==> src/rtl/vga_pkg.sv <==
// Shared constants for the VGA raster path: display modes, counter width and
// the bundle of stage-0 timing flags carried down the delay line.
package vga_pkg;

    localparam int CNT_W = 11;
    localparam int RGB_W = 3;

    // 800x600 @ 72 Hz, 50 MHz pixel clock (default mode)
    localparam int H_VISIBLE_800 = 800;
    localparam int H_FRONT_800   = 56;
    localparam int H_SYNC_800    = 120;
    localparam int H_BACK_800    = 64;
    localparam int V_VISIBLE_600 = 600;
    localparam int V_FRONT_600   = 37;
    localparam int V_SYNC_600    = 6;
    localparam int V_BACK_600    = 23;

    localparam int H_TOTAL_800 = H_VISIBLE_800 + H_FRONT_800 + H_SYNC_800 + H_BACK_800;
    localparam int V_TOTAL_600 = V_VISIBLE_600 + V_FRONT_600 + V_SYNC_600 + V_BACK_600;
    localparam int H_SYNC_START_800 = H_VISIBLE_800 + H_FRONT_800;
    localparam int H_SYNC_END_800   = H_SYNC_START_800 + H_SYNC_800;
    localparam int V_SYNC_START_600 = V_VISIBLE_600 + V_FRONT_600;
    localparam int V_SYNC_END_600   = V_SYNC_START_600 + V_SYNC_600;

    // 640x480 @ 60 Hz alternative (needs a 25.175 MHz pixel clock, sync active-low)
    localparam int H_VISIBLE_640 = 640;
    localparam int H_FRONT_640   = 16;
    localparam int H_SYNC_640    = 96;
    localparam int H_BACK_640    = 48;
    localparam int V_VISIBLE_480 = 480;
    localparam int V_FRONT_480   = 10;
    localparam int V_SYNC_480    = 2;
    localparam int V_BACK_480    = 33;

    localparam int H_TOTAL_640 = H_VISIBLE_640 + H_FRONT_640 + H_SYNC_640 + H_BACK_640;
    localparam int V_TOTAL_480 = V_VISIBLE_480 + V_FRONT_480 + V_SYNC_480 + V_BACK_480;
    localparam int H_SYNC_START_640 = H_VISIBLE_640 + H_FRONT_640;
    localparam int H_SYNC_END_640   = H_SYNC_START_640 + H_SYNC_640;
    localparam int V_SYNC_START_480 = V_VISIBLE_480 + V_FRONT_480;
    localparam int V_SYNC_END_480   = V_SYNC_START_480 + V_SYNC_480;

    typedef struct packed {
        logic act;
        logic hs;
        logic vs;
    } timing_t;

    // Half-open window test lo <= c < hi on the 11-bit counter
    function automatic logic in_window(logic [CNT_W-1:0] c, int lo, int hi);
        return (c >= CNT_W'(lo)) && (c < CNT_W'(hi));
    endfunction

endpackage

==> src/rtl/vga_delay_line.sv <==
// Reset-clearable shift register; delays the raster flags so they meet the
// engine's registered pixel at the output stage.
module vga_delay_line #(
    parameter int WIDTH = 3,
    parameter int DEPTH = 1
) (
    input  logic             VGA_CLOCK,
    input  logic             RESET,
    input  logic [WIDTH-1:0] din,
    output logic [WIDTH-1:0] dout
);

    logic [WIDTH-1:0] stage_q [DEPTH];
    logic [WIDTH-1:0] stage_d [DEPTH];

    always_comb begin
        stage_d[0] = din;
        for (int i = 1; i < DEPTH; i++) begin
            stage_d[i] = stage_q[i-1];
        end
    end

    always_ff @(posedge VGA_CLOCK or posedge RESET) begin
        if (RESET) begin
            for (int i = 0; i < DEPTH; i++) begin
                stage_q[i] <= '0;
            end
        end else begin
            stage_q <= stage_d;
        end
    end

    assign dout = stage_q[DEPTH-1];

endmodule

==> src/rtl/vga_timing.sv <==
// Raster counters, stage-0 sync/active decode and the registered pin stage
// that blanks the engine's colour outside the visible area.
module vga_timing
    import vga_pkg::*;
#(
    parameter int   H_VISIBLE     = H_VISIBLE_800,
    parameter int   H_FRONT       = H_FRONT_800,
    parameter int   H_SYNC        = H_SYNC_800,
    parameter int   H_BACK        = H_BACK_800,
    parameter int   V_VISIBLE     = V_VISIBLE_600,
    parameter int   V_FRONT       = V_FRONT_600,
    parameter int   V_SYNC        = V_SYNC_600,
    parameter int   V_BACK        = V_BACK_600,
    parameter logic SYNC_ACTIVE   = 1'b1,
    parameter int   PIXEL_LATENCY = 1
) (
    input  logic        VGA_CLOCK,
    input  logic        RESET,
    input  logic [2:0]  PIXEL,
    output logic [10:0] PIXEL_H,
    output logic [10:0] PIXEL_V,
    output logic        ACTIVE,
    output logic        FRAME_START,
    output logic        VGA_R,
    output logic        VGA_G,
    output logic        VGA_B,
    output logic        VGA_HS,
    output logic        VGA_VS
);

    localparam int H_TOTAL      = H_VISIBLE + H_FRONT + H_SYNC + H_BACK;
    localparam int V_TOTAL      = V_VISIBLE + V_FRONT + V_SYNC + V_BACK;
    localparam int H_SYNC_START = H_VISIBLE + H_FRONT;
    localparam int H_SYNC_END   = H_SYNC_START + H_SYNC;
    localparam int V_SYNC_START = V_VISIBLE + V_FRONT;
    localparam int V_SYNC_END   = V_SYNC_START + V_SYNC;

    localparam logic [CNT_W-1:0] H_LAST = CNT_W'(H_TOTAL - 1);
    localparam logic [CNT_W-1:0] V_LAST = CNT_W'(V_TOTAL - 1);

    logic [CNT_W-1:0] h_cnt_q, h_cnt_d;
    logic [CNT_W-1:0] v_cnt_q, v_cnt_d;

    always_comb begin
        h_cnt_d = h_cnt_q + 11'd1;
        v_cnt_d = v_cnt_q;
        if (h_cnt_q == H_LAST) begin
            h_cnt_d = '0;
            v_cnt_d = (v_cnt_q == V_LAST) ? '0 : v_cnt_q + 11'd1;
        end
    end

    always_ff @(posedge VGA_CLOCK or posedge RESET) begin
        if (RESET) begin
            h_cnt_q <= '0;
            v_cnt_q <= '0;
        end else begin
            h_cnt_q <= h_cnt_d;
            v_cnt_q <= v_cnt_d;
        end
    end

    timing_t stage0;
    timing_t delayed;

    always_comb begin
        stage0.act = in_window(h_cnt_q, 0, H_VISIBLE) && in_window(v_cnt_q, 0, V_VISIBLE);
        stage0.hs  = in_window(h_cnt_q, H_SYNC_START, H_SYNC_END);
        stage0.vs  = in_window(v_cnt_q, V_SYNC_START, V_SYNC_END);
    end

    vga_delay_line #(
        .WIDTH(3),
        .DEPTH(PIXEL_LATENCY)
    ) u_delay (
        .VGA_CLOCK(VGA_CLOCK),
        .RESET    (RESET),
        .din      (stage0),
        .dout     (delayed)
    );

    // PIXEL only reaches the pins through the act mux, so X during blank is masked
    logic [RGB_W-1:0] rgb_q, rgb_d;
    logic             hs_q, hs_d;
    logic             vs_q, vs_d;

    always_comb begin
        rgb_d = delayed.act ? PIXEL : '0;
        hs_d  = delayed.hs ^ ~SYNC_ACTIVE;
        vs_d  = delayed.vs ^ ~SYNC_ACTIVE;
    end

    always_ff @(posedge VGA_CLOCK or posedge RESET) begin
        if (RESET) begin
            rgb_q <= '0;
            hs_q  <= ~SYNC_ACTIVE;
            vs_q  <= ~SYNC_ACTIVE;
        end else begin
            rgb_q <= rgb_d;
            hs_q  <= hs_d;
            vs_q  <= vs_d;
        end
    end

    assign PIXEL_H     = h_cnt_q;
    assign PIXEL_V     = v_cnt_q;
    assign ACTIVE      = stage0.act;
    assign FRAME_START = (h_cnt_q == '0) && (v_cnt_q == '0);
    assign VGA_R       = rgb_q[2];
    assign VGA_G       = rgb_q[1];
    assign VGA_B       = rgb_q[0];
    assign VGA_HS      = hs_q;
    assign VGA_VS      = vs_q;

endmodule
==> config.mk <==
export PLATFORM = sky130hd
export DESIGN_NAME = vga_timing
export DESIGN_NICKNAME = d
export VERILOG_FILES = /design/src/rtl/vga_pkg.sv /design/src/rtl/vga_delay_line.sv /design/src/rtl/vga_timing.sv
export SDC_FILE = /design/constraint.sdc
export NUM_CORES = 1
export LEC_CHECK = 0
export CAP_MARGIN = 20
export CORE_MARGIN = 8
export CORE_UTILIZATION = 49
export DETAILED_ROUTE_END_ITERATION = 6
export GPL_TIMING_DRIVEN = 0
export HOLD_SLACK_MARGIN = 0.08
export PLACE_DENSITY = 0.78
export RECOVER_POWER = 50
export SLEW_MARGIN = 20
export SYNTH_ARGS = -nofsm -noshare
export SYNTH_HDL_FRONTEND = slang
export SYNTH_HIERARCHICAL = 1
export SYNTH_SLANG_ARGS = --single-unit
==> constraint.sdc <==
create_clock -name VGA_CLOCK -period 2.6 [get_ports VGA_CLOCK]
set_input_delay 0.52 -clock VGA_CLOCK [delete_from_list [all_inputs] [get_ports VGA_CLOCK]]
set_output_delay 0.52 -clock VGA_CLOCK [all_outputs]
set_load 0.05 [all_outputs]
==> results of run 1 <==
==> cell type report <==
class | instances | area [um^2]
plain buffers | 7 | 50.05
clock buffers | 5 | 37.54
clock inverters | 3 | 40.04
fillers | 237 | 1011
inverters | 7 | 26.28
multi-input cells | 105 | 694.4
flip-flops and latches | 30 | 750.7
well taps | 33 | 41.29
repair buffers | 33 | 326.6
==> worst max-delay path: cells and delay by family (launching register included) <==
| kind | cells | cell delay [ps] |
|---|---|---|
| buffers and inverters | 2 | 480 |
| flip-flops | 1 | 400 |
| AND/OR/NAND/NOR | 2 | 1150 |
| AO/OA/AOI/OAI | 2 | 390 |
==> sequential cells by signal, summed over array words and instances, names as in the netlist <==
register and count:
PIXEL_V 11, u_delay/dout 3, rgb_q 3, PIXEL_H 11
VGA_VS 1, VGA_HS 1
==> final timing paths <==
check	from	end	slack, ps	cells after the start
worst min-delay path	u_delay/dout[1]	VGA_HS	360	0
max in group asynchronous	RESET	PIXEL_H[6]	1080	2
min in group asynchronous	RESET	u_delay/dout[0]	530	2
worst max register to register	PIXEL_H[4]	PIXEL_V[3]	80	6
worst min register to register	u_delay/dout[1]	VGA_HS	360	0
worst max-delay path	PIXEL_H[4]	PIXEL_V[3]	80	6
==> metal layers <==
metal	GRT usage	share of wire	up-vias	wire length [um]
met4	0.04157	0.0028	0	10
li1	-	-	604	-
met3	0.05160	0.082	2	291
met1	0.1744	0.42	632	1492
met2	0.2265	0.49	54	1742
met5	0	0	-	0
==> cells by family after synthesis <==
| logic type | Yosys count | share of synthesized area |
|---|---|---|
| buf+inv | 14 | 0.04825 |
| simple gates | 67 | 0.2513 |
| flops | 30 | 0.4992 |
| fa+ha+maj | 5 | 0.04160 |
| compound gates | 22 | 0.09568 |
| xor+xnor | 11 | 0.06406 |
==> placed cells by master, fill, tap and decap left out, types with 5 or more instances in the layout <==
cell             synthesis  layout
clkbuf_4                 0       5
clkdlybuf4s50_1          0      29
dfrtp_1                 30      30
ha_1                     5       5
inv_1                    7       7
nand2_1                  8       8
nand3_1                  5       5
nand4_1                  7       7
nor2_1                  16      15
nor3_1                   8       7
o21ai_0                  8       8
xor2_1                   7       7
==> power breakdown <==
group | switching, mW | internal (mW) | leakage (nW)
combinational | 0.0200 | 0.00978 | 0.443
sequential | 0.000482 | 0.469 | 0.393
clock | 0.156 | 0.199 | 0.0450
==> per-stage QoR <==
stage,cell area [um^2],setup WS (ps),setup TNS [ps],instances
finish,1967,81.68,0,223
global placement,1878,-252.7,-288.7,215
CTS,1948,12.71,0,223
global route,1967,1.756,0,223
detailed placement,1878,-228.4,-262.7,215
floorplan,1506,27.11,0,149
==> what timing repair did <==
| item | CTS | global route |
|---|---|---|
| endpoints found under the setup margin | 2 | 1 |
| resized for setup | 11 | 4 |
| hold buffers | 0 | 0 |
| endpoints found under the hold margin | 0 | 0 |
==> flow_summary.toml, run 1 <==
[clock_tree]
h-tree-depth = 2
cts_buffer_depth = 2
clock_latency_ps = 310
path_clk_slew_ps = 90
post_cts_buffers = 0
numCtsBuffers = 5
cts_sinks = 30
cts_tree = "built"
root_buffer = "clkbuf_4"

[detailed_routing]
dr.pass1.iters = 4
drtAntennaViolNets = 0
vias_per_cell = 5.794
drt_iter0_drc = 71
routed_wl_um = 3536
vias = 1292
route.detailed.drc = 0
wl_per_cell_um = 15.86

[synth]
ys_types = 38
synth_edf_count = 0
async_flop_share = 1.000
synth_top_cell_by_area = "dfrtp_1"
yosysWarningCount = 6
ys_ff_latch = 30
post-synth-top-count-cell = "dfrtp_1"
postSynthCellCount = 149
synth.avg_cell_area_um2 = 10.09
synth_nets = 159
yosys-top-cells-area = "dfrtp_1, ha_1, xor2_1, nor2_1, nand4_1"
ys.flop_type = "dfrtp_1"
synth-seq-area-share = 0.4992
syn_area_mm2 = 0.001504
synth_top_area_share = 0.4992
synth.top_cells.by_count = "dfrtp_1, nor2_1, nand2_1, nor3_1, o21ai_0"

[worst_setup_path]
arrival_ps = 2730
crit_fanout = 10
crit_path_start_kind = "flop"
worstPathCellList = "buf_6 > or4_4 > nor4_1 > buf_2 > o21ai_0 > a22o_1"
required_ps = 2810
critPathMaxStageDelay_ps = 580
slowest_stage = "nor4_1"
end_kind = "flop"
path_class = "flop to flop"

[run]
drv_cap = 0

[sta]
slew_headroom = 0.3232
clock_skew_ps = 5.279
hold_viol_final = 0
period_share = 0.9686
tightest_slew_ps = 1014
setup_violations = 0
max_freq_mhz = 397.1
slew_violations = 0
whs_ps = 360.3
rsz0062_at_grt = "false"
period_minus_slack_ps = 2518

[global_route]
grt_pass1_wl_um = 5802
grt_pass1_vias = 1198
grt-ovfl-total = 0
antenna_found_initial = 0
grt_max_degree = 28
grt_use_total = 0.1420

[cells_and_area]
post-route-util = 0.6605
nets = 199
diodes = 0
drive_gt1_frac = 0.1211
area_growth_pct = 30.78

[die]
die-height_um = 71.40
die_w_um = 71.40
core_mm2 = 0.002978
num_rows = 20
dieArea_mm2 = 0.005098
start_util = 0.5050
io_pins = 34

[power]
powerDensity_mw_per_mm2 = 434.3
ir_drop_mv = 0.3090
p_leak_nw = 0.8803
finalPower_uw = 854.2

[placed_design]
dp_hpwl_um = 2599
routabilityCongestion = 0.7849
io_buffers = 33

[worst_hold_path]
min_path_type = "flop to flop"

[run_status]
status = "completed"
Note: power is estimated with default switching activity, not from simulation.
==> inputs of run 2 (changes only) <==
SYNTH_HIERARCHICAL = default   (was 1)
==> flow_summary.toml, run 2 <==
[detailed_routing]
route.detailed.drc = 0
vias_per_cell = 5.617
dr.pass1.iters = 4
vias = 1247
drt_iter0_drc = 56
wl_per_cell_um = 15.88
drtAntennaViolNets = 0
routed_wl_um = 3526

[global_route]
grt_max_degree = 20
grt-ovfl-total = 0
antenna_found_initial = 0
grt_use_total = 0.1472
grt_pass1_wl_um = 5968
grt_pass1_vias = 1255

[clock_tree]
cts_sinks = 30
root_buffer = "clkbuf_4"
cts_tree = "built"
clock_latency_ps = 330
numCtsBuffers = 5
cts_buffer_depth = 2
h-tree-depth = 2
ctsHoldBuffers = 0
post_cts_buffers = 0
path_clk_slew_ps = 90

[synth]
yosysWarningCount = 0
synth_edf_count = 0
synth_top_cell_by_area = "dfrtp_1"
postSynthCellCount = 147
yosys-top-cells-area = "dfrtp_1, xor2_1, ha_1, nand3_1, nand2_1"
async_flop_share = 1.000
post-synth-top-count-cell = "dfrtp_1"
synth.top_cells.by_count = "dfrtp_1, nand2_1, nand3_1, nor2_1"
ys.flop_type = "dfrtp_1"
ys_types = 38
synth-seq-area-share = 0.4906
synth_top_area_share = 0.4906
synth.avg_cell_area_um2 = 10.41
synth_nets = 157
ys_ff_latch = 30
syn_area_mm2 = 0.001530

[cells_and_area]
area_growth_pct = 29.60
final_common_cell = "dfrtp_1"
mostFrequentLayoutCells = "dfrtp_1, clkdlybuf4s50_1, nand2_1"
nets = 198
finalInstanceArea_mm2 = 0.001983
nFillCells = 255
drive_gt1_frac = 0.1111
diodes = 0

[sta]
hold_viol_final = 0
slew_headroom = 0.5307
period_minus_slack_ps = 2468
finalWorstSetupSlack_ps = 132.2
rsz0062_at_grt = "false"
clock_skew_ps = 8.060
tightest_slew_ps = 703.2
setup_violations = 0
period_share = 0.9492
slew_violations = 0
max_freq_mhz = 405.2

[worst_setup_path]
startpoint = "PIXEL_V[5]"
path_class = "flop to primary output"
arrival_ps = 1950
required_ps = 2080
crit_fanout = 6
timing.rr.start = "PIXEL_H[0]"
crit_path_start_kind = "flop"
end_kind = "primary output"

[power]
pwr-share-comb = 0.038
swShare = 0.2243
ir_drop_mv = 0.3552
p_clk_frac = 0.365
p_sw_uw = 176.1
pwr-share-seq = 0.598
p_leak_nw = 0.8396
power.internal_uw = 609.0
powerDensity_mw_per_mm2 = 395.9

[die]
start_util = 0.5096
die-height_um = 71.88
dieArea_mm2 = 0.005167
core_mm2 = 0.003003
die_w_um = 71.88
io_pins = 34
num_rows = 20

[placed_design]
dp_hpwl_um = 2658
routabilityCongestion = 0.8752
post-place-ws_ps = -346.8
dpl_cell_area_mm2 = 0.001932
io_buffers = 33

[run_status]
status = "completed"

[worst_hold_path]
worstHoldStart = "u_delay.dout[1]"
min_path_type = "flop to flop"

[run]
drv_cap = 0
run 2: cell count changes in the layout (fill, tap and decap cells not counted), sizes merged, moves of 2 or more:
cell and change:
a22o -3, clkbuf +2, nand2 +5, nand2b +2, nand3 +4, nand4 -4
nor2 -7, nor3b +2, nor4 +2, o21ai +2, o2bb2ai +2, or4 -2
run 2: power groups by stage:
stage          combinational (mW)  clock, mW  sequential [mW]
6_report                   0.0297      0.286            0.469
5_1_grt                    0.0329      0.316            0.469
4_1_cts                    0.0340      0.298            0.469
3_5_place_dp               0.0337          0            0.479
3_3_place_gp               0.0305          0            0.478
2_1_floorplan             0.00847          0            0.487
run 2: routing by layer:
layer,vias up,global-route usage,share of wire
met2,53,0.2379,0.47
met5,-,0,0
li1,601,-,-
met3,3,0.05439,0.073
met4,0,0.04082,0.0088
met1,590,0.1786,0.45
run 2: path summary, 6_finish.rpt:
kind / end / slack [ps] / depth (start not counted)
max: FRAME_START / 130 / 5
min: VGA_HS / 360 / 0
max reg2reg: PIXEL_V[9] / 820 / 6
min reg2reg: VGA_HS / 360 / 0
max in group asynchronous: PIXEL_V[7] / 830 / 3
min in group asynchronous: PIXEL_V[3] / 740 / 2
run 2: timing repair:
| item | 4_1_cts | 5_1_grt |
|---|---|---|
| cloned | 0 | 0 |
| pin swaps | 0 | 0 |
| resized for setup | 10 | 4 |
| endpoints found under the setup margin | 2 | 2 |
run 2: final cells by class:
class / instances / area [um^2] / area share
clock buffer: 7 / 55.05 / 0.02776
clock inverter: 1 / 5.005 / 0.002524
multi-input combinational: 105 / 740.7 / 0.3735
timing repair buffer: 34 / 326.6 / 0.1647
sequential: 30 / 750.7 / 0.3785
inverter: 7 / 26.28 / 0.01325
buffer: 5 / 37.54 / 0.01893
tap: 33 / 41.29 / 0.02082
run 2: logic make-up after synthesis:
family | after synthesis | synth area share
AOI/OAI and AO/OA | 24 | 0.1047
xor gates and xnor gates | 11 | 0.06296
adders and majority gates | 5 | 0.04088
buffers and inverters | 12 | 0.04171
DFF | 30 | 0.4906
and+or+nand+nor | 65 | 0.2592
run 2: metrics by stage:
| stage | power (mW) | TNS, ps | hold WS (ps) | std cells | utilization |
|---|---|---|---|---|---|
| global route | 0.8181 | 0 | 369.2 | 222 | 0.6604 |
| global placement | 0.5088 | -283.6 | 333.3 | 213 | 0.6383 |
| detailed placement | 0.5123 | -346.8 | 336.4 | 214 | 0.6433 |
| floorplan | 0.4955 | 0 | 331.2 | 147 | - |
| CTS | 0.8014 | 0 | 365.5 | 222 | 0.6654 |
| finish | 0.7851 | 0 | 359.9 | 222 | 0.6604 |
run 2: critical path, stage by stage, from the launching register on:
cell and delay (ps):
dfrtp_1 450, nor3_2 280, nor3b_2 270, nand3_1 150, nor4_4 230, buf_4 240
